File: config.mk
export PLATFORM = sky130hd
export DESIGN_NAME = multicycle_controller
export DESIGN_NICKNAME = d
export VERILOG_FILES = /design/src/rtl/riscv_ctrl_pkg.sv /design/src/rtl/alu_dec.sv /design/src/rtl/multicycle_controller.sv
export SDC_FILE = /design/constraint.sdc
export NUM_CORES = 1
export LEC_CHECK = 0
export BUFFER_PORTS_ARGS = -buffer_cell sky130_fd_sc_hd__clkbuf_2
export CORE_MARGIN = 8
export CORE_UTILIZATION = 49
export CTS_CLUSTER_DIAMETER = 50
export CTS_CLUSTER_SIZE = 24
export DETAILED_ROUTE_END_ITERATION = 8
export GPL_ROUTABILITY_DRIVEN = 0
export PLACE_DENSITY = 0.77
export SLEW_MARGIN = 20
export SYNTH_ARGS = -nofsm -noshare
export SYNTH_HDL_FRONTEND = slang
export SYNTH_SLANG_ARGS = --single-unit
File: constraint.sdc
create_clock -name clk -period 2.1 [get_ports clk]
set_input_delay 0.315 -clock clk [delete_from_list [all_inputs] [get_ports clk]]
set_output_delay 0.315 -clock clk [all_outputs]
set_load 0.1 [all_outputs]
File: src/rtl/riscv_ctrl_pkg.sv
// Shared encodings for the multicycle RV32I-subset control unit.
package riscv_ctrl_pkg;

   typedef enum logic [3:0] {
      S_FETCH,
      S_DECODE,
      S_MEMADR,
      S_MEMREAD,
      S_MEMWB,
      S_MEMWRITE,
      S_EXECR,
      S_EXECI,
      S_ALUWB,
      S_BEQ,
      S_JAL,
      S_TRAP
   } state_t;

   localparam logic [6:0] OP_LW    = 7'b0000011;
   localparam logic [6:0] OP_SW    = 7'b0100011;
   localparam logic [6:0] OP_RTYPE = 7'b0110011;
   localparam logic [6:0] OP_ITYPE = 7'b0010011;
   localparam logic [6:0] OP_BEQ   = 7'b1100011;
   localparam logic [6:0] OP_JAL   = 7'b1101111;

   typedef enum logic [1:0] {
      ALUOP_ADD   = 2'b00,
      ALUOP_SUB   = 2'b01,
      ALUOP_FUNCT = 2'b10
   } alu_op_t;

   localparam logic [2:0] ALU_ADD = 3'b000;
   localparam logic [2:0] ALU_SUB = 3'b001;
   localparam logic [2:0] ALU_AND = 3'b010;
   localparam logic [2:0] ALU_OR  = 3'b011;
   localparam logic [2:0] ALU_SLT = 3'b101;

   localparam logic [1:0] IMM_I = 2'b00;
   localparam logic [1:0] IMM_S = 2'b01;
   localparam logic [1:0] IMM_B = 2'b10;
   localparam logic [1:0] IMM_J = 2'b11;

   localparam logic [1:0] RES_ALUOUT    = 2'b00;
   localparam logic [1:0] RES_DATA      = 2'b01;
   localparam logic [1:0] RES_ALURESULT = 2'b10;

   localparam logic [1:0] SRCA_PC    = 2'b00;
   localparam logic [1:0] SRCA_OLDPC = 2'b01;
   localparam logic [1:0] SRCA_RD1   = 2'b10;

   localparam logic [1:0] SRCB_WD   = 2'b00;
   localparam logic [1:0] SRCB_IMM  = 2'b01;
   localparam logic [1:0] SRCB_FOUR = 2'b10;

   // Registered control word; fetch and branch mark the two states whose
   // PC/IR enables are qualified by mem_ready or Zero at the output.
   typedef struct packed {
      logic       fetch;
      logic       branch;
      logic       pc_write;
      logic       adr_src;
      logic       mem_write;
      logic       reg_write;
      logic [1:0] result_src;
      logic [1:0] alu_src_a;
      logic [1:0] alu_src_b;
      logic [1:0] imm_src;
      alu_op_t    alu_op;
   } ctrl_t;

   // Control word for a given state; op only matters for the lw/sw
   // immediate format chosen in MEMADR.
   function automatic ctrl_t state_ctrl(state_t s, logic [6:0] opc);
      ctrl_t c;
      c        = '0;
      c.alu_op = ALUOP_ADD;
      case (s)
         S_FETCH: begin
            c.fetch      = 1'b1;
            c.alu_src_a  = SRCA_PC;
            c.alu_src_b  = SRCB_FOUR;
            c.result_src = RES_ALURESULT;
         end
         S_DECODE: begin
            c.alu_src_a = SRCA_OLDPC;
            c.alu_src_b = SRCB_IMM;
            c.imm_src   = IMM_B;
         end
         S_MEMADR: begin
            c.alu_src_a = SRCA_RD1;
            c.alu_src_b = SRCB_IMM;
            c.imm_src   = (opc == OP_SW) ? IMM_S : IMM_I;
         end
         S_MEMREAD: begin
            c.result_src = RES_ALUOUT;
            c.adr_src    = 1'b1;
         end
         S_MEMWB: begin
            c.result_src = RES_DATA;
            c.reg_write  = 1'b1;
         end
         S_MEMWRITE: begin
            c.result_src = RES_ALUOUT;
            c.adr_src    = 1'b1;
            c.mem_write  = 1'b1;
         end
         S_EXECR: begin
            c.alu_src_a = SRCA_RD1;
            c.alu_src_b = SRCB_WD;
            c.alu_op    = ALUOP_FUNCT;
         end
         S_EXECI: begin
            c.alu_src_a = SRCA_RD1;
            c.alu_src_b = SRCB_IMM;
            c.imm_src   = IMM_I;
            c.alu_op    = ALUOP_FUNCT;
         end
         S_ALUWB: begin
            c.result_src = RES_ALUOUT;
            c.reg_write  = 1'b1;
         end
         S_BEQ: begin
            c.alu_src_a  = SRCA_RD1;
            c.alu_src_b  = SRCB_WD;
            c.alu_op     = ALUOP_SUB;
            c.result_src = RES_ALUOUT;
            c.branch     = 1'b1;
         end
         S_JAL: begin
            c.alu_src_a  = SRCA_OLDPC;
            c.alu_src_b  = SRCB_FOUR;
            c.result_src = RES_ALUOUT;
            c.pc_write   = 1'b1;
         end
         default: begin
            c = '0;
         end
      endcase
      return c;
   endfunction

endpackage

File: src/rtl/alu_dec.sv
// ALU operation decoder: maps ALUOp plus instruction fields to ALUControl.
module alu_dec
   import riscv_ctrl_pkg::*;
(
   input  alu_op_t    alu_op,
   input  logic [2:0] funct3,
   input  logic       funct7b5,
   input  logic       op5,
   output logic [2:0] alu_control
);

   // Subtract only for R-type funct3=000 with funct7b5 set; addi ignores bit 30
   always_comb begin
      alu_control = ALU_ADD;
      case (alu_op)
         ALUOP_ADD: alu_control = ALU_ADD;
         ALUOP_SUB: alu_control = ALU_SUB;
         ALUOP_FUNCT: begin
            case (funct3)
               3'b000:  alu_control = (op5 && funct7b5) ? ALU_SUB : ALU_ADD;
               3'b010:  alu_control = ALU_SLT;
               3'b110:  alu_control = ALU_OR;
               3'b111:  alu_control = ALU_AND;
               default: alu_control = ALU_ADD;
            endcase
         end
         default: alu_control = ALU_ADD;
      endcase
   end

endmodule

File: src/rtl/multicycle_controller.sv
// Moore control FSM for a multicycle RV32I-subset datapath with a shared
// memory port stretched by mem_ready.
module multicycle_controller
   import riscv_ctrl_pkg::*;
(
   input  logic       clk,
   input  logic       rst,
   input  logic [6:0] op,
   input  logic [2:0] funct3,
   input  logic       funct7b5,
   input  logic       Zero,
   input  logic       mem_ready,
   output logic       PCWrite,
   output logic       AdrSrc,
   output logic       MemWrite,
   output logic       IRWrite,
   output logic       RegWrite,
   output logic [1:0] ResultSrc,
   output logic [1:0] ALUSrcA,
   output logic [1:0] ALUSrcB,
   output logic [1:0] ImmSrc,
   output logic [2:0] ALUControl,
   output logic       illegal
);

   state_t state;
   state_t state_next;
   ctrl_t  ctrl;
   logic   illegal_q;

   function automatic state_t next_state(state_t s, logic [6:0] opc, logic ready);
      state_t n;
      n = S_FETCH;
      case (s)
         S_FETCH:    n = ready ? S_DECODE : S_FETCH;
         S_DECODE: begin
            case (opc)
               OP_LW, OP_SW: n = S_MEMADR;
               OP_RTYPE:     n = S_EXECR;
               OP_ITYPE:     n = S_EXECI;
               OP_BEQ:       n = S_BEQ;
               OP_JAL:       n = S_JAL;
               default:      n = S_TRAP;
            endcase
         end
         S_MEMADR:   n = (opc == OP_SW) ? S_MEMWRITE : S_MEMREAD;
         S_MEMREAD:  n = ready ? S_MEMWB : S_MEMREAD;
         S_MEMWB:    n = S_FETCH;
         S_MEMWRITE: n = ready ? S_FETCH : S_MEMWRITE;
         S_EXECR:    n = S_ALUWB;
         S_EXECI:    n = S_ALUWB;
         S_ALUWB:    n = S_FETCH;
         S_BEQ:      n = S_FETCH;
         S_JAL:      n = S_ALUWB;
         S_TRAP:     n = S_TRAP;
         default:    n = S_FETCH;
      endcase
      return n;
   endfunction

   assign state_next = next_state(state, op, mem_ready);

   // State and its decoded control word are registered together so outputs come straight from flops
   always_ff @(posedge clk) begin
      if (!rst) begin
         state     <= S_FETCH;
         ctrl      <= state_ctrl(S_FETCH, op);
         illegal_q <= 1'b0;
      end else begin
         state     <= state_next;
         ctrl      <= state_ctrl(state_next, op);
         illegal_q <= (state_next == S_TRAP);
      end
   end

   assign PCWrite    = rst & (ctrl.pc_write | (ctrl.fetch & mem_ready) | (ctrl.branch & Zero));
   assign IRWrite    = rst & ctrl.fetch & mem_ready;
   assign MemWrite   = rst & ctrl.mem_write;
   assign RegWrite   = rst & ctrl.reg_write;
   assign AdrSrc     = ctrl.adr_src;
   assign ResultSrc  = ctrl.result_src;
   assign ALUSrcA    = ctrl.alu_src_a;
   assign ALUSrcB    = ctrl.alu_src_b;
   assign ImmSrc     = ctrl.imm_src;
   assign illegal    = illegal_q;

   alu_dec u_alu_dec (
      .alu_op      (ctrl.alu_op),
      .funct3      (funct3),
      .funct7b5    (funct7b5),
      .op5         (op[5]),
      .alu_control (ALUControl)
   );

endmodule
* Yosys cells after proc, flatten, opt, wreduce, memory -nomap -nowiden
Index checks and enable logic that the tools add are counted.
** Storage, ports and cells
- Bits of input ports :: 15
- Word-level logic and storage cells :: 83
- Register bits after elaboration :: 21
- Output and inout port bits :: 17
** Cells by class
- Bitwise logic cells :: 9
- Reduce and logical (&&, ||, !) cells :: 11
- Mux-type cells :: 20
- Equality and inequality tests :: 30
** Operators by type and width (number)
- $pmux W4 S5 :: 2
- $eq A4 B3 Y1 const B :: 7
- $pmux W4 S7 :: 1
- $eq A4 B4 Y1 const B :: 6
- $eq A4 B2 Y1 const B :: 4
- $eq A7 B6 Y1 const B :: 2
- $eq A7 B7 Y1 const B :: 2
- $pmux W2 S2 :: 3
- $pmux W3 S4 :: 1
- $reduce_or A2 Y1 :: 6
- $mux W1 :: 9
- $mux W3 :: 3
- $eq A4 B1 Y1 const B :: 2
- $logic_not A4 Y1 :: 2
- $and A1 B1 Y1 :: 7
- $eq A7 B2 Y1 const B :: 1
- $eq A7 B5 Y1 const B :: 1
- $eq A3 B3 Y1 const B :: 2
- $pmux W3 S2 :: 1
- $eq A3 B2 Y1 const B :: 1
- $logic_not A3 Y1 :: 1
- $reduce_or A3 Y1 :: 1
- $eq A2 B1 Y1 const B :: 1
- $eq A2 B2 Y1 const B :: 1
- other kinds (2) :: 3

* Depth between registers and ports, before layout
Gate-level depths: netlist (run 1).
- Word-level depth :: 7
- Mapped depth :: 8
- Mapped depth without buffers :: 6

* Modules after synthesis
From an unflattened synthesis (run 1), not the netlist that was laid out.
** Unflattened totals
- Cells, all modules :: 126
- Area, all modules :: 1154.9 um^2
** Modules (own cells, without submodules)
- multicycle_controller :: cells an instance 115, area an instance 1058.5 um^2, sequential area each 400.4 um^2, times used 1
- alu_dec :: cells an instance 11, area an instance 96.3 um^2, sequential area each 0.0 um^2, times used 1

* Least setup slack after synthesis (run 1)
OpenSTA, ideal clock, no wires.
- Path kind :: flip-flop to output port
- From :: register ctrl[0] in the netlist's numbering
- To :: output ALUControl[2]
- Cell stages (with the launch flop) :: 4
- Path slack :: -1.769 ns
- Data arrival time :: 3.554 ns
- Required time :: 1.785 ns
- Path buffers :: 0
- Cells stage by stage :: dfxtp_1 inv_1 ha_1 nor4_1
** On the way
- Cells in the longest elaborated chain, start to end :: 2
- Elaborated cells on any way between the ends :: 3
- Those cells by class :: 2 x eq/ne; 1 x mux
** Ends and longest elaborated chain
- start, declared :: RTL line multicycle_controller.sv:28 : ctrl_t ctrl;
- start signal, assigned :: RTL line multicycle_controller.sv:67 : ctrl <= state_ctrl(S_FETCH, op);
- start signal, assigned :: RTL line multicycle_controller.sv:71 : ctrl <= state_ctrl(state_next, op);
- $eq A2 B2 Y1 or $eq A2 B1 Y1 (tied branches) :: RTL line alu_dec.sv:15 : case (alu_op)
- $pmux W3 S2 (*) :: RTL line alu_dec.sv:15
- end, declared :: RTL line multicycle_controller.sv:22 : output logic [2:0] ALUControl,
Mark *: on every way between the ends. The rest lies on a longest branch, timed or not.

* Final worst setup path (run 1)
- From :: register state[1]
- To :: register ctrl (netlist bit ALUSrcA[0])
** On the way
- Cells in the longest elaborated chain, start to end :: 6
- Elaborated cells on any way between the ends :: 21
- Those cells by class :: 14 x eq/ne; 2 x mux; 5 x reduce/logical
** Ends and longest elaborated chain
- start, declared :: RTL line multicycle_controller.sv:26 : state_t state;
- start signal, assigned :: RTL line multicycle_controller.sv:70 : state <= state_next;
- $eq A4 B4 Y1 or $eq A4 B3 Y1 (tied branches) :: RTL line multicycle_controller.sv:34 : case (s)
- $reduce_or A3 Y1 (no source line)
- $pmux W4 S7 (*) :: RTL line multicycle_controller.sv:34
- $eq A4 B4 Y1 (tied with other cells) :: RTL line riscv_ctrl_pkg.sv:77 : case (s)
- $reduce_or A2 Y1 (no source line)
- $pmux W4 S5 (*) :: RTL line riscv_ctrl_pkg.sv:77
Marks and branches as above.
A chain may end at the register's enable or synchronous reset.

==> reports/results.txt, run 1 <==
CTS tree -> done
RSZ-0062 raised after global routing -> true
Fillers -> 175
Fin area -> 1260 um2
Worst Skew -> 0.00277 ns
First-pass GRT wire length -> 4.00 mm
Mapped Nets -> 136
GRT Overall Usage -> 13.5%
Num CTS Buffers -> 3
Port bufs -> 31
Final Util -> 63.4%
Antenna cells -> 0
CP arrival -> 2.26 ns
Final hold viol count -> 0
Vias post-DR -> 924
# Post-CTS Setup Buffers -> 0
Status -> finished clean
Placement Setup Slack -> 0.0463 ns
Slew Limit Fails -> 0
Area of the multi-input gates -> 551 um2
WL final -> 2.50 mm
Max-cap violation count -> 0
Synth Register Bits -> 20
Slew @ Worst Pin -> 0.548 ns
Drt via density -> 5.28
Main flop type after synthesis -> dfxtp_1
Cell count of the worst hold path -> 2
WP buf/inv -> 0
Post-place instance area -> 1210 um2
R2R Setup Slk -> 0.08 ns
Layout cells sized above 1 -> 35.1%
Die Area -> 3860 um2
Area Overhead vs Synth -> 20.8%
Synthesis Warnings -> 0
Nets -> 166
H-tree levels -> 1
Power density over cell area -> 1080 nW/um2
Final worst setup slack -> 0.0813 ns
Period utilization -> 96.1%
CTS Sinks -> 20
Cell at the slowest stage of the critical path -> or4b_4
Fmax -> 0.495 GHz
FFs w/ async S/R, synth -> 0%
Worst setup path class -> reg -> reg
Synth Cell Area -> 1040 um2
Initial antenna violation count -> 0
Final ANT Viol Nets -> 0
Delay-heaviest family, CP -> compound AO/OA/AOI/OAI gates
Routed len/inst -> 14.3 um
EDFF count, synth -> 0
Worst reg-to-reg path cell count -> 6
Post-synth top area share -> 38.5%
Initial drt markers -> 12
Worst hold path type -> in -> reg
Crit-path max cell delay -> 0.53 ns
VDD IR max -> 0.000801 V
Worst endpoint required time -> 2.34 ns
Critical path fanouts, max -> 11
Pleak -> 0.571 nW
Crit path time final -> 2.02 ns
Commonest non-fill, non-tap cells in the layout -> clkbuf_2 (29), dfxtp_1 (20), inv_1 (9), nor2_1 (9)
Post-synthesis area per instance -> 8.75 um2
Largest net degree at the start of global routing -> 12
Drt pass-1 iters -> 4
Final setup vio count -> 0
DRC viols -> 0
Post-synth top area cell -> dfxtp_1
Storage cell area -> 400 um2
Top cells by area, synth -> dfxtp_1 (38%), buf_4 (6.5%), nor2_1 (4.3%)
WHS Endpoint -> ResultSrc[1]
Grt ovf -> 0
Post-cts sizing count -> 0
Root Driver -> clkbuf_4
Number of global-route vias before repair -> 920
Clock-pin transition on the worst setup and hold timing paths -> 0.10 ns
Hold buffers post-CTS -> 0
Startpoint types -> flip-flop
Clock Path Buffers -> 2
Rows -> 16
Skew-Pair Late Insertion Delay -> 0.29 ns
Placed wire-length estimate -> 1.96 mm
Core area -> 1980 um2
Hold_sp -> rst
DIE HEIGHT -> 62.1 um
Yosys cell types -> 49
Fraction of the yosys area taken by sequential cells -> 38.5%
Reg2reg end -> ALUSrcA[0]
Ports -> 32
Most common cell after layout, fill and taps aside -> clkbuf_2
RR Startpoint -> state[1]
Starting Density -> 52.5%
Post-Synthesis Cells -> 119
Rel. slew slack -> 63.6%
Die X -> 62.1 um
Crit. End Element -> flip-flop
CP Cell Sequence -> or4b_4, a31o_1, o211ai_4, nand2b_1, o22a_1, nor2_1
how the worst max path moves through the flow:
stage | start | endpoint | slack (ns) | depth (start not counted)
3_3_place_gp | state[1] | ALUSrcA[0] | 0.15 | 6
2_1_floorplan | ctrl[0] | ALUControl[2] | 0.003 | 3
3_5_place_dp | state[1] | ALUSrcA[0] | 0.05 | 6
5_1_grt | state[3] | ALUSrcA[0] | -0.03 | 6
4_1_cts | state[1] | ALUSrcA[0] | 0.009 | 6
6_report | state[1] | ALUSrcA[0] | 0.08 | 6
cells in the mapped netlist, types with 2 or more instances:
library cell and count:
o21ai_1 2, dfxtp_1 20, o22ai_1 2, a31oi_1 4, nor4bb_1 2, nor2b_1 3
inv_1 9, and2_1 3, nand2b_1 2, a31o_2 2, nor3_1 2, ha_1 2
nand2_1 7, nor2_1 12, buf_4 9, nand3_1 3, and3_1 3
cell families after synthesis:
kind of cell | count (synthesis) | synth area share [%]
flip-flops | 20 | 38.5
AO/OA/AOI/OAI | 22 | 15.5
adder cells (fa/ha/maj) | 2 | 2.40
XOR/XNOR | 2 | 1.68
buffers and inverters | 21 | 11.7
AND/OR/NAND/NOR | 51 | 29.3
multiplexers | 1 | 0.962
report_power, final:
part / internal [W] / leakage [nW] / switching [W]
Combinational: 0.000181 / 0.387 / 0.000508
Clock: 0.000106 / 0.0210 / 0.000105
Sequential: 0.000433 / 0.163 / 0.0000230
flip-flops by register name (all words and copies together) (netlist names):
| register | count |
|---|---|
| ResultSrc | 2 |
| ImmSrc | 2 |
| AdrSrc | 1 |
| illegal | 1 |
| ctrl | 6 |
| state | 4 |
| ALUSrcA | 2 |
| ALUSrcB | 2 |
layer usage:
metal,wire length (um),GRT usage (%)
met3,186,4.32
met2,1230,23.6
met5,0,0
met1,1070,15.7
met4,19,2.60
worst register-to-register path: stages (launching register included):
cell and delay [ns]:
dfxtp_1 0.37, or4b_4 0.53, a31o_1 0.24, o211ai_4 0.32, nand2b_1 0.19, o22a_1 0.25, nor2_1 0.08
stage by stage:
step	power (W)	hold slack (ns)	setup TNS, ns	instances
finish	0.00136	0.325	0	175
CTS	0.00136	0.308	0	175
detailed placement	0.00114	0.620	0	171
floorplan	0.00106	0.578	0	119
global placement	0.00112	0.622	0	171
global route	0.00143	0.316	-0.0311	175
final cells by class:
cell class,count,share of cell area [%]
multi-input combinational,78,43.8
sequential,20,31.8
timing repair buffer,37,16.1
clock buffer,4,2.89
inverter,9,2.69
tap,27,2.69
Note: power is estimated with default switching activity, not from simulation.
==> inputs of run 2 (changes only) <==
--- a/config.mk
+++ b/config.mk
@@ -5,15 +5,16 @@
 export SDC_FILE = /design/constraint.sdc
 export NUM_CORES = 1
 export LEC_CHECK = 0
+export ABC_AREA = 1
 export BUFFER_PORTS_ARGS = -buffer_cell sky130_fd_sc_hd__clkbuf_2
 export CORE_MARGIN = 8
-export CORE_UTILIZATION = 49
+export CORE_UTILIZATION = 51
 export CTS_CLUSTER_DIAMETER = 50
 export CTS_CLUSTER_SIZE = 24
 export DETAILED_ROUTE_END_ITERATION = 8
 export GPL_ROUTABILITY_DRIVEN = 0
-export PLACE_DENSITY = 0.77
-export SLEW_MARGIN = 20
+export PLACE_DENSITY = 0.78
+export SLEW_MARGIN = 10
 export SYNTH_ARGS = -nofsm -noshare
 export SYNTH_HDL_FRONTEND = slang
 export SYNTH_SLANG_ARGS = --single-unit
==> reports/results.txt, run 2 <==
Die Area -> 4050 um2
Top reg by flops -> ctrl
Max FFs per register -> 6
CP Depth -> 5
Post-synth top area cell -> dfxtp_1
Critical path fanouts, max -> 2
Drt via density -> 4.82
Period utilization -> 94.6%
CTS tree -> done
VDD IR max -> 0.000834 V
Slew Limit Fails -> 0
Post-synth top area share -> 34.6%
Max-cap violation count -> 0
Largest net degree at the start of global routing -> 12
Fraction of the yosys area taken by sequential cells -> 34.6%
Final setup vio count -> 0
Cell at the slowest stage of the critical path -> dfxtp_1
Fillers -> 202
Worst setup endpoint -> ALUControl[2]
Routed len/inst -> 10.9 um
H-tree levels -> 1
Worst hold path type -> in -> reg
NetSw -> 0.000803 W
Root Driver -> clkbuf_4
Biggest regs -> ctrl (6), state (4)
CP Cell Sequence -> inv_1, ha_4, or2_4, nor4_4, buf_12
Final hold viol count -> 0
Count leader, synth -> nand2_1
Skew-Pair Late Insertion Delay -> 0.29 ns
Final Util -> 63.9%
Crit-path max cell delay -> 0.35 ns
Mapped Nets -> 177
Final ANT Viol Nets -> 0
Number of global-route vias before repair -> 1012
Synthesis Warnings -> 0
CTS Sinks -> 20
Antenna cells -> 0
Rel. slew slack -> 63.8%
Clock power frac -> 11.1%
Worst reg-to-reg path cell count -> 11
Worst setup path class -> reg -> out
Layout cells sized above 1 -> 39.5%
First-pass GRT wire length -> 4.09 mm
Final Non-Filler Cells -> 213
Critical path launch point -> ctrl[0]
Status -> finished clean
Post-Synthesis Cells -> 160
Rows -> 17
DIE HEIGHT -> 63.6 um
Area Overhead vs Synth -> 19.8%
Most common cell after layout, fill and taps aside -> nand2_1
Fmax -> 0.503 GHz
Sequential share of power -> 31.9%
Pleak -> 0.706 nW
Synth cell count leaders -> nand2_1 (31), inv_1 (21), dfxtp_1 (20)
WP buf/inv -> 2
CP arrival -> 1.67 ns
Port bufs -> 31
Power density over cell area -> 1080 nW/um2
Starting Density -> 53.3%
Slew @ Worst Pin -> 0.546 ns
Placed wire-length estimate -> 2.01 mm
Drt pass-1 iters -> 4
Reg2reg end -> ALUSrcA[1]
RR Startpoint -> state[1]
Placed insts -> 210
# Post-CTS Setup Buffers -> 0
Nets -> 204
Worst endpoint required time -> 1.78 ns
Synth Register Bits -> 20
Clock-pin transition on the worst setup and hold timing paths -> 0.09 ns
Ports -> 32
Switch share -> 53.7%
Grt ovf -> 0
Crit path time final -> 1.99 ns
Delay-heaviest family, CP -> simple AND/OR/NAND/NOR gates
R2R Setup Slk -> 0.68 ns
Hold buffers post-CTS -> 0
Initial antenna violation count -> 0
EDFF count, synth -> 0
Yosys cell types -> 22
Worst Skew -> 0.000567 ns
Synth Cell Area -> 1160 um2
Vias post-DR -> 1027
Top cells by area, synth -> dfxtp_1 (35%), nand2_1 (10%), inv_1 (6.8%)
GRT Overall Usage -> 11.9%
Main flop type after synthesis -> dfxtp_1
FFs w/ async S/R, synth -> 0%
WL final -> 2.33 mm
Die X -> 63.6 um
Post-synthesis area per instance -> 7.23 um2
Comb pwr share -> 57.0%
Num CTS Buffers -> 3
DRC viols -> 0
Startpoint types -> flip-flop
Core area -> 2170 um2
Int Pwr -> 0.000693 W
Commonest non-fill, non-tap cells in the layout -> nand2_1 (31), clkbuf_2 (29), inv_1 (21)
Initial drt markers -> 26
Crit. End Element -> output port
Clock Path Buffers -> 2
RSZ-0062 raised after global routing -> false
==> run 2: changes by cell type after synthesis, moves of 5 or more <==
cell / delta
inv_1: +12
nand2_2: +8
inv_2: +9
nor2_4: +6
nand3_1: +9
nand2_1: +24
nor2_1: +6
nand3_2: +5
==> run 2: area by class of cell <==
cell class | count | area (um2) | share of cell area (%)
multi-input combinational | 100 | 627 | 45.2
sequential | 20 | 400 | 28.9
timing repair buffer | 31 | 185 | 13.4
inverter | 31 | 116 | 8.39
tap | 28 | 35.0 | 2.53
clock buffer | 3 | 22.5 | 1.62
==> run 2: per-layer routing <==
metal / global-route usage [%] / share of wire [%] / routed length, um
met1: 12.1 / 39 / 906
met5: 0 / 0 / 0
met3: 4.42 / 6.3 / 146
met2: 22.6 / 54 / 1250
met4: 1.95 / 0.90 / 21
==> run 2: worst min path at each step <==
| stage | end | startpoint | slack [ns] | cells after the start |
|---|---|---|---|---|
| 2_1_floorplan | ResultSrc[0] | mem_ready | 0.48 | 2 |
| 3_3_place_gp | ResultSrc[1] | rst | 0.62 | 2 |
| 3_5_place_dp | ResultSrc[1] | rst | 0.62 | 2 |
| 4_1_cts | ResultSrc[1] | rst | 0.32 | 2 |
| 5_1_grt | ResultSrc[1] | rst | 0.33 | 2 |
| 6_report | ResultSrc[1] | rst | 0.32 | 2 |
==> run 2: cell families (layout without fill, tap and decap cells) <==
| kind of cell | count (synthesis) | after routing | share of synthesized area [%] |
|---|---|---|---|
| adder cells (fa/ha/maj) | 2 | 2 | 2.16 |
| flip-flops | 20 | 20 | 34.6 |
| AND/OR/NAND/NOR | 89 | 89 | 43.2 |
| AO/OA/AOI/OAI | 9 | 9 | 4.43 |
| buffers and inverters | 40 | 65 | 15.6 |
==> run 2: timing repair <==
item / in CTS / in global routing
gates resized for setup: 2 / 0
pin swaps: 1 / 1
endpoints found under the hold margin: 0 / 0
endpoints found under the setup margin: 1 / 1
==> run 2: power groups by stage <==
stage               clock, W  sequential, W  combinational [W]
finish              0.000166       0.000477           0.000853
detailed placement         0       0.000486           0.000847
global placement           0       0.000483           0.000836
floorplan                  0       0.000520           0.000728
CTS                 0.000170       0.000477           0.000855
global route        0.000189       0.000483           0.000913
==> run 2: per-stage QoR <==
stage | cell area [um2] | hold WS (ns) | worst slack (ns) | setup TNS (ns) | total power, W
after floorplan | 1190 | 0.477 | -0.230 | -0.230 | 0.00125
after global placement | 1350 | 0.617 | 0.339 | 0 | 0.00132
after detailed placement | 1350 | 0.621 | 0.280 | 0 | 0.00133
after CTS | 1390 | 0.316 | 0.0332 | 0 | 0.00150
after global routing | 1390 | 0.325 | 0.0172 | 0 | 0.00159
final | 1390 | 0.321 | 0.113 | 0 | 0.00150
